**config.mk**
```make
export PLATFORM = sky130hd
export DESIGN_NAME = nuc_pattern_scanner
export DESIGN_NICKNAME = d
export VERILOG_FILES = /design/src/rtl/nuc_pattern_scanner.sv
export SDC_FILE = /design/constraint.sdc
export NUM_CORES = 1
export LEC_CHECK = 0
export CORE_UTILIZATION = 30
export DETAILED_ROUTE_END_ITERATION = 8
export MAX_ROUTING_LAYER = met4
export RECOVER_POWER = 100
export SETUP_SLACK_MARGIN = 0.15
export SYNTH_ARGS = -nofsm -noshare
export SYNTH_HDL_FRONTEND = slang
export SYNTH_SLANG_ARGS = --single-unit
```
**constraint.sdc**
```tcl
create_clock -name clock -period 2.8 [get_ports clock]
set_input_delay 0.42 -clock clock [delete_from_list [all_inputs] [get_ports clock]]
set_output_delay 0.42 -clock clock [all_outputs]
set_load 0.02 [all_outputs]
```
**src/rtl/nuc_pattern_scanner.sv**
```systemverilog
// Walks a nucleotide memory range one read per cycle and counts overlapping matches against a programmed pattern.
// Latency: length+1 cycles from accepted start to done. Backpressure: none; start is only accepted in IDLE or DONE.
module nuc_pattern_scanner #(
  parameter int AW   = 16,
  parameter int PLEN = 4,
  parameter int CW   = 16
) (
  input  logic              clock,
  input  logic              reset,
  input  logic              start,
  input  logic [2*PLEN-1:0] pattern,
  input  logic [AW-1:0]     base_addr,
  input  logic [AW:0]       length,
  output logic              mem_re,
  output logic [AW-1:0]     mem_addr,
  input  logic [1:0]        mem_data,
  output logic              busy,
  output logic              done,
  output logic [CW-1:0]     match_count,
  output logic              found,
  output logic [AW-1:0]     first_match_addr
);

  localparam int FW = $clog2(PLEN + 1);

  typedef enum logic [1:0] {IDLE, SCAN, DONE} state_t;

  state_t            state, state_nxt;
  logic [2*PLEN-1:0] pat_q;
  logic [2*PLEN-3:0] window;
  logic [2*PLEN-1:0] shifted;
  logic [AW-1:0]     cur_addr;
  logic [AW:0]       remaining;
  logic [FW-1:0]     fill;
  logic              accept;
  logic              hit;

  assign accept  = start && (state == IDLE || state == DONE);
  assign shifted = {window, mem_data};
  // A full window needs PLEN-1 earlier nucleotides plus the one arriving this cycle.
  assign hit     = (state == SCAN) && (fill >= FW'(PLEN - 1)) && (shifted == pat_q);

  always_ff @(posedge clock) begin
    if (reset) state <= IDLE;
    else       state <= state_nxt;
  end

  always_comb begin
    state_nxt = state;
    case (state)
      IDLE, DONE: if (start) state_nxt = (length != '0) ? SCAN : DONE;
      SCAN:       if (remaining == (AW+1)'(1)) state_nxt = DONE;
      default:    state_nxt = IDLE;
    endcase
  end

  always_comb begin
    mem_re   = (state == SCAN);
    busy     = (state == SCAN);
    done     = (state == DONE);
    mem_addr = cur_addr;
  end

  always_ff @(posedge clock) begin
    if (reset) begin
      pat_q            <= '0;
      window           <= '0;
      cur_addr         <= '0;
      remaining        <= '0;
      fill             <= '0;
      match_count      <= '0;
      found            <= 1'b0;
      first_match_addr <= '0;
    end else if (accept) begin
      pat_q            <= pattern;
      cur_addr         <= base_addr;
      remaining        <= length;
      window           <= '0;
      fill             <= '0;
      match_count      <= '0;
      found            <= 1'b0;
      first_match_addr <= '0;
    end else if (state == SCAN) begin
      window    <= shifted[2*PLEN-3:0];
      cur_addr  <= cur_addr + AW'(1);
      remaining <= remaining - (AW+1)'(1);
      if (fill != FW'(PLEN)) fill <= fill + FW'(1);
      if (hit) begin
        if (match_count != '1) match_count <= match_count + CW'(1);
        if (!found) begin
          found            <= 1'b1;
          first_match_addr <= cur_addr - AW'(PLEN - 1);
        end
      end
    end
  end

endmodule
```
==> results.cfg, run 1 <==
[placed_design]
io_buffers = 97
placed_area_um2 = 5440
hpwlAfterDp_mm = 8.66
place_congestion = 0.809
pre_cts_ws_ns = 0.393

[detailed_routing]
dr.pass1.iters = 4
drt-initial-drc-count = 161
routedWlPerCell_um = 14.9
num_vias = 4166
drc = 0
ant_nets = 0
routed_via_density = 5.25
drt-total-wl_mm = 11.8

[floorplan]
io_pins = 98
die_w_um = 122
die-area_um2 = 14800
die_y_um = 122
initial_core_util_pct = 30.8
num_rows = 43
fp.coreArea_um2 = 13900

[timing]
max_slew_margin_pct = 32.4
drv_slew = 0
fin_skew_ns = 0.00807
setup_tns_ns = 0
final_hold_viol_count = 0
fin_crit_sh_pct = 87.4
post-route-min-period_ns = 2.45
whs_ns = 0.468
fmax_mhz = 409
setup_ws_ns = 0.354
setup_viol = 0
rsz0062_at_grt = false
tightest_slew_ns = 1.01

[critical_path]
crit_path_end_kind = register
rrSetupSlack_ns = 0.55
worstReg2RegStart = state[0]
required_ns = 2.97
worstSetupStartpointType = input port
cp_max_fo = 25
cp.arrival_ns = 2.62
critPathKind = in2reg
reg2reg_depth = 7
r2r-end = match_count[9]

[clock_tree]
cts_buffers = 9
cts.sinks = 85
clockBufferDepth = 2
hold_buffers = 0
cts_tree = done
post_cts_buffers = 0
cts-resized-gates = 0
clockRootBuffer = clkbuf_16
htree_levels = 3
clk_pin_slew_ns = 0.06
clock_latency_ns = 0.33

[pwr]
p_int_mw = 2.21
power.density_nw_per_um2 = 533
vdd_ir_drop_max_uv = 396
clkPwrFrac_pct = 39.5
switching_power_uw = 835
combPwrFrac_pct = 16.6
power_leakage_nw = 2.10
switching_share_pct = 27.4
seqPwrFrac_pct = 44.0

[logic_synthesis]
synth_area_leaders = dfxtp_1 (40%), nor2_1 (6.0%), a21oi_1 (5.0%)
yosysSeqAreaShare_pct = 39.7
avgSynthCellArea_um2 = 8.12
synth_area_leader_cell = dfxtp_1
synthTopCellsByCount = dfxtp_1 (85), nor2_1 (69), nand2_1 (52)
ys.flop_type = dfxtp_1
synth_edf_count = 0
ys_async_sr_fraction_pct = 0
yosys_warnings = 0
synth_top_area_share_pct = 39.7
synthesis.instances = 528
syn-cell-area_um2 = 4290
syn-num-nets = 581
synth.most_common_cell = dfxtp_1
synth-seq-cells = 85
ys_types = 54

[final_layout]
drive_gt1_share_pct = 5.37
diodes = 0
nets = 662
stdcell_area_um2 = 5710
utilization_pct = 41.0
nFillCells = 1413
ff_latch_area_um2 = 1700
area_delta_synth_final_pct = 33.3
multi_input_area_um2 = 2380

[worst_hold_path]
hold_path_end = pat_q[5]
hold_start = pat_q[5]
hold_depth = 2
hold_class = reg2reg

[grt]
grt-ovfl-total = 0
grt_pass1_vias = 3923
grt_max_degree = 46
grt_pass1_wl_mm = 18.9
grtUsageTotal_pct = 16.7
antenna_found_initial = 0

[run]
cap_viol_max_count = 0

[status]
outcome = finished, final reports clean
==> routing by layer <==
| layer | track usage, % | up-vias | share of wire, % |
|---|---|---|---|
| met5 | - | - | 0 |
| met4 | 8.26 | 0 | 2.6 |
| met3 | 2.20 | 20 | 4.7 |
| met2 | 27.1 | 110 | 47 |
| met1 | 20.5 | 1951 | 46 |
| li1 | - | 2085 | - |
==> layout by cell type (no fill, tap or decap), types with 6 or more instances in the layout <==
| cell type | synthesis | final |
|---|---|---|
| o21ai_0 | 16 | 17 |
| clkdlybuf4s50_1 | 0 | 44 |
| nor4_1 | 10 | 10 |
| mux2i_1 | 8 | 8 |
| xor2_1 | 10 | 10 |
| ha_1 | 7 | 7 |
| a211oi_1 | 23 | 23 |
| a31oi_1 | 6 | 6 |
| inv_1 | 11 | 11 |
| nand3_1 | 12 | 12 |
| clkbuf_16 | 0 | 9 |
| nor2_1 | 69 | 69 |
| nand2b_1 | 6 | 6 |
| or3_1 | 16 | 17 |
| dlygate4sd3_1 | 0 | 53 |
| a21oi_1 | 43 | 43 |
| nand2_1 | 52 | 52 |
| nand4_1 | 13 | 13 |
| buf_4 | 1 | 9 |
| dfxtp_1 | 85 | 85 |
| xnor2_1 | 22 | 22 |
| nor3_1 | 7 | 7 |
==> worst max path at each step <==
stage	startpoint	to	slack, ns	depth (start not counted)
5_1_grt	start	first_match_addr[4]	0.20	5
4_1_cts	state[0]	busy	0.49	3
3_3_place_gp	mem_data[0]	first_match_addr[0]	0.43	7
6_report	start	first_match_addr[4]	0.35	5
2_1_floorplan	match_count[0]	match_count[6]	0.64	8
3_5_place_dp	mem_data[0]	match_count[14]	0.39	6
==> through the flow <==
stage / std cells / total power, mW
after detailed placement: 778 / 1.89
after floorplan: 528 / 1.68
after global routing: 794 / 3.18
after CTS: 794 / 3.09
final: 794 / 3.05
after global placement: 778 / 1.88
==> worst max-delay path, cell delays in order <==
cell            delay (ns)
dlygate4sd3_1         0.63
nand2b_1              0.10
nand2b_1              0.46
dlymetal6s2s_1        0.86
nor3_1                0.14
==> power groups by stage <==
stage	Sequential [mW]	Clock, mW	Combinational [mW]
2_1_floorplan	1.36	0	0.321
3_3_place_gp	1.36	0	0.514
3_5_place_dp	1.37	0	0.522
4_1_cts	1.34	1.23	0.525
5_1_grt	1.35	1.28	0.557
6_report	1.34	1.20	0.504
==> layout make-up <==
cell class | count | area share [%]
Inverter | 12 | 0.788
Tap cell | 180 | 3.94
Timing Repair Buffer | 109 | 18.5
Multi-Input combinational cell | 392 | 41.6
Clock buffer | 11 | 4.25
Clock inverter | 5 | 1.05
Sequential cell | 85 | 29.8
==> cell families (layout without fill, tap and decap cells) <==
group | Yosys count | count (layout) | share of synthesized area [%]
DFF | 85 | 85 | 39.7
muxes | 8 | 8 | 1.87
AOI/OAI and AO/OA | 127 | 127 | 19.8
and+or+nand+nor | 218 | 218 | 25.4
xor gates and xnor gates | 32 | 32 | 6.54
adders and majority gates | 7 | 7 | 2.04
buffers and inverters | 51 | 137 | 4.70
==> registers in the layout, indices dropped and copies added, names as in the netlist <==
register,count
fill,3
first_match_addr,16
found,1
match_count,16
mem_addr,16
pat_q,8
remaining,17
state,2
window,6
(Power assumes the default switching activity.)
==> inputs of run 2 (changes only) <==
--- a/config.mk
+++ b/config.mk
@@ -6,6 +6,8 @@
 export NUM_CORES = 1
 export LEC_CHECK = 0
 export CORE_UTILIZATION = 30
+export CTS_BUF_LIST = sky130_fd_sc_hd__clkbuf_16
+export CTS_CLUSTER_SIZE = 14
 export DETAILED_ROUTE_END_ITERATION = 8
 export MAX_ROUTING_LAYER = met4
 export RECOVER_POWER = 100
==> run 2 against run 1 <==
  * Core utilization fell by 0.072 points
  * Design area decreased by 0.18%
  * Highest routed layer unchanged
  * First-iteration DRC count increased by 16%
  * Critical path type unchanged
==> results.cfg, run 2 (synthesis results as in run 1) <==
[pwr]
power.density_nw_per_um2 = 528
p_int_mw = 2.18
power_leakage_nw = 2.10
combPwrFrac_pct = 16.8
clkPwrFrac_pct = 38.8
switching_power_uw = 832
vdd_ir_drop_max_uv = 395
switching_share_pct = 27.6
seqPwrFrac_pct = 44.5

[run]
cap_viol_max_count = 0

[final_layout]
drive_gt1_share_pct = 5.21
fin_cells = 794
mostFrequentLayoutCell = dfxtp_1
area_delta_synth_final_pct = 33.0
regMostFlops = remaining
utilization_pct = 40.9
largest_reg_flops = 17
final_cell_mix = dfxtp_1 (85), nor2_1 (69), dlygate4sd3_1 (53)
diodes = 0
nets = 662

[grt]
grt_max_degree = 46
grt_pass1_wl_mm = 18.9
grtUsageTotal_pct = 16.7
antenna_found_initial = 0
grt_pass1_vias = 3927
grt-ovfl-total = 0

[timing]
fin_skew_ns = 0.00730
max_slew_margin_pct = 33.0
tightest_slew_ns = 1.00
setup_tns_ns = 0
drv_slew = 0
post-route-min-period_ns = 2.42
setup_viol = 0
rsz0062_at_grt = false
fmax_mhz = 413
fin_crit_sh_pct = 86.6
whs_ns = 0.468
final_hold_viol_count = 0

[floorplan]
die-area_um2 = 14800
num_rows = 43
initial_core_util_pct = 30.8
die_y_um = 122
die_w_um = 122
fp.coreArea_um2 = 13900
io_pins = 98

[detailed_routing]
ant_nets = 0
num_vias = 4167
routed_via_density = 5.25
drc = 0
drt-total-wl_mm = 11.9
dr.pass1.iters = 4
routedWlPerCell_um = 14.9
drt-initial-drc-count = 187

[status]
outcome = finished, final reports clean

[clock_tree]
clockRootBuffer = clkbuf_16
clock_latency_ns = 0.33
post_cts_buffers = 0
cts.sinks = 85
clk_pin_slew_ns = 0.06
cts_buffers = 9
clockBufferDepth = 2
cts_tree = done
hold_buffers = 0
htree_levels = 3
cts-resized-gates = 0

[critical_path]
critPathKind = in2reg
required_ns = 2.98
cp.arrival_ns = 2.60
crit_path_end_kind = register
cp_max_fo = 25
worstSetupStartpointType = input port

[placed_design]
placed_cells = 778
hpwlAfterDp_mm = 8.66
io_buffers = 97
place_congestion = 0.809

[worst_hold_path]
hold_class = reg2reg
-- run 2: critical path, cell delays in order --
cell	delay (ns)
dlygate4sd3_1	0.62
nand2b_1	0.10
nand2b_1	0.46
dlymetal6s2s_1	0.86
nor3_1	0.14
-- run 2: final timing paths --
check                               from                  end  slack, ns  cells after the start
worst max-delay path               start  first_match_addr[4]       0.38                      5
worst min-delay path            pat_q[5]             pat_q[5]       0.47                      2
worst max register to register  state[0]       match_count[9]       0.54                      7
worst min register to register  pat_q[5]             pat_q[5]       0.47                      2
-- run 2: layer usage --
metal	up-vias	routed length, µm	GRT usage [%]
li1	2086	-	-
met1	1942	5510	20.5
met2	119	5490	27.1
met3	20	554	2.20
met4	0	312	8.26
met5	-	0	-
-- run 2: layout make-up --
class,instances,area [µm²]
clock buffers,9,225
clock inverters,7,67.6
fillers,1415,8230
inverters,12,45.0
multi-input cells,392,2380
flip-flops and latches,85,1700
well taps,180,225
repair buffers,109,1060
-- run 2: metrics by stage --
step | setup WS [ns] | instance area (µm²) | power, mW
after floorplan | 0.636 | 4290 | 1.68
after global placement | 0.433 | 5440 | 1.88
after detailed placement | 0.393 | 5440 | 1.89
after CTS | 0.486 | 5730 | 3.06
after global routing | 0.202 | 5700 | 3.15
final | 0.376 | 5700 | 3.01
-- run 2: power groups by stage --
| stage | registers (mW) | logic (mW) | clock network [mW] |
|---|---|---|---|
| finish | 1.34 | 0.505 | 1.17 |
| global route | 1.35 | 0.557 | 1.25 |
| CTS | 1.34 | 0.525 | 1.20 |
| detailed placement | 1.37 | 0.522 | 0 |
| global placement | 1.36 | 0.514 | 0 |
| floorplan | 1.36 | 0.321 | 0 |
==> inputs of run 3 (changes only) <==
--- a/config.mk
+++ b/config.mk
@@ -12,6 +12,7 @@
 export MAX_ROUTING_LAYER = met4
 export RECOVER_POWER = 100
 export SETUP_SLACK_MARGIN = 0.15
+export SLEW_MARGIN = 20
 export SYNTH_ARGS = -nofsm -noshare
 export SYNTH_HDL_FRONTEND = slang
 export SYNTH_SLANG_ARGS = --single-unit
==> results of run 3 <==
No change in the layout: final DEF, timing and power equal those of run 2.
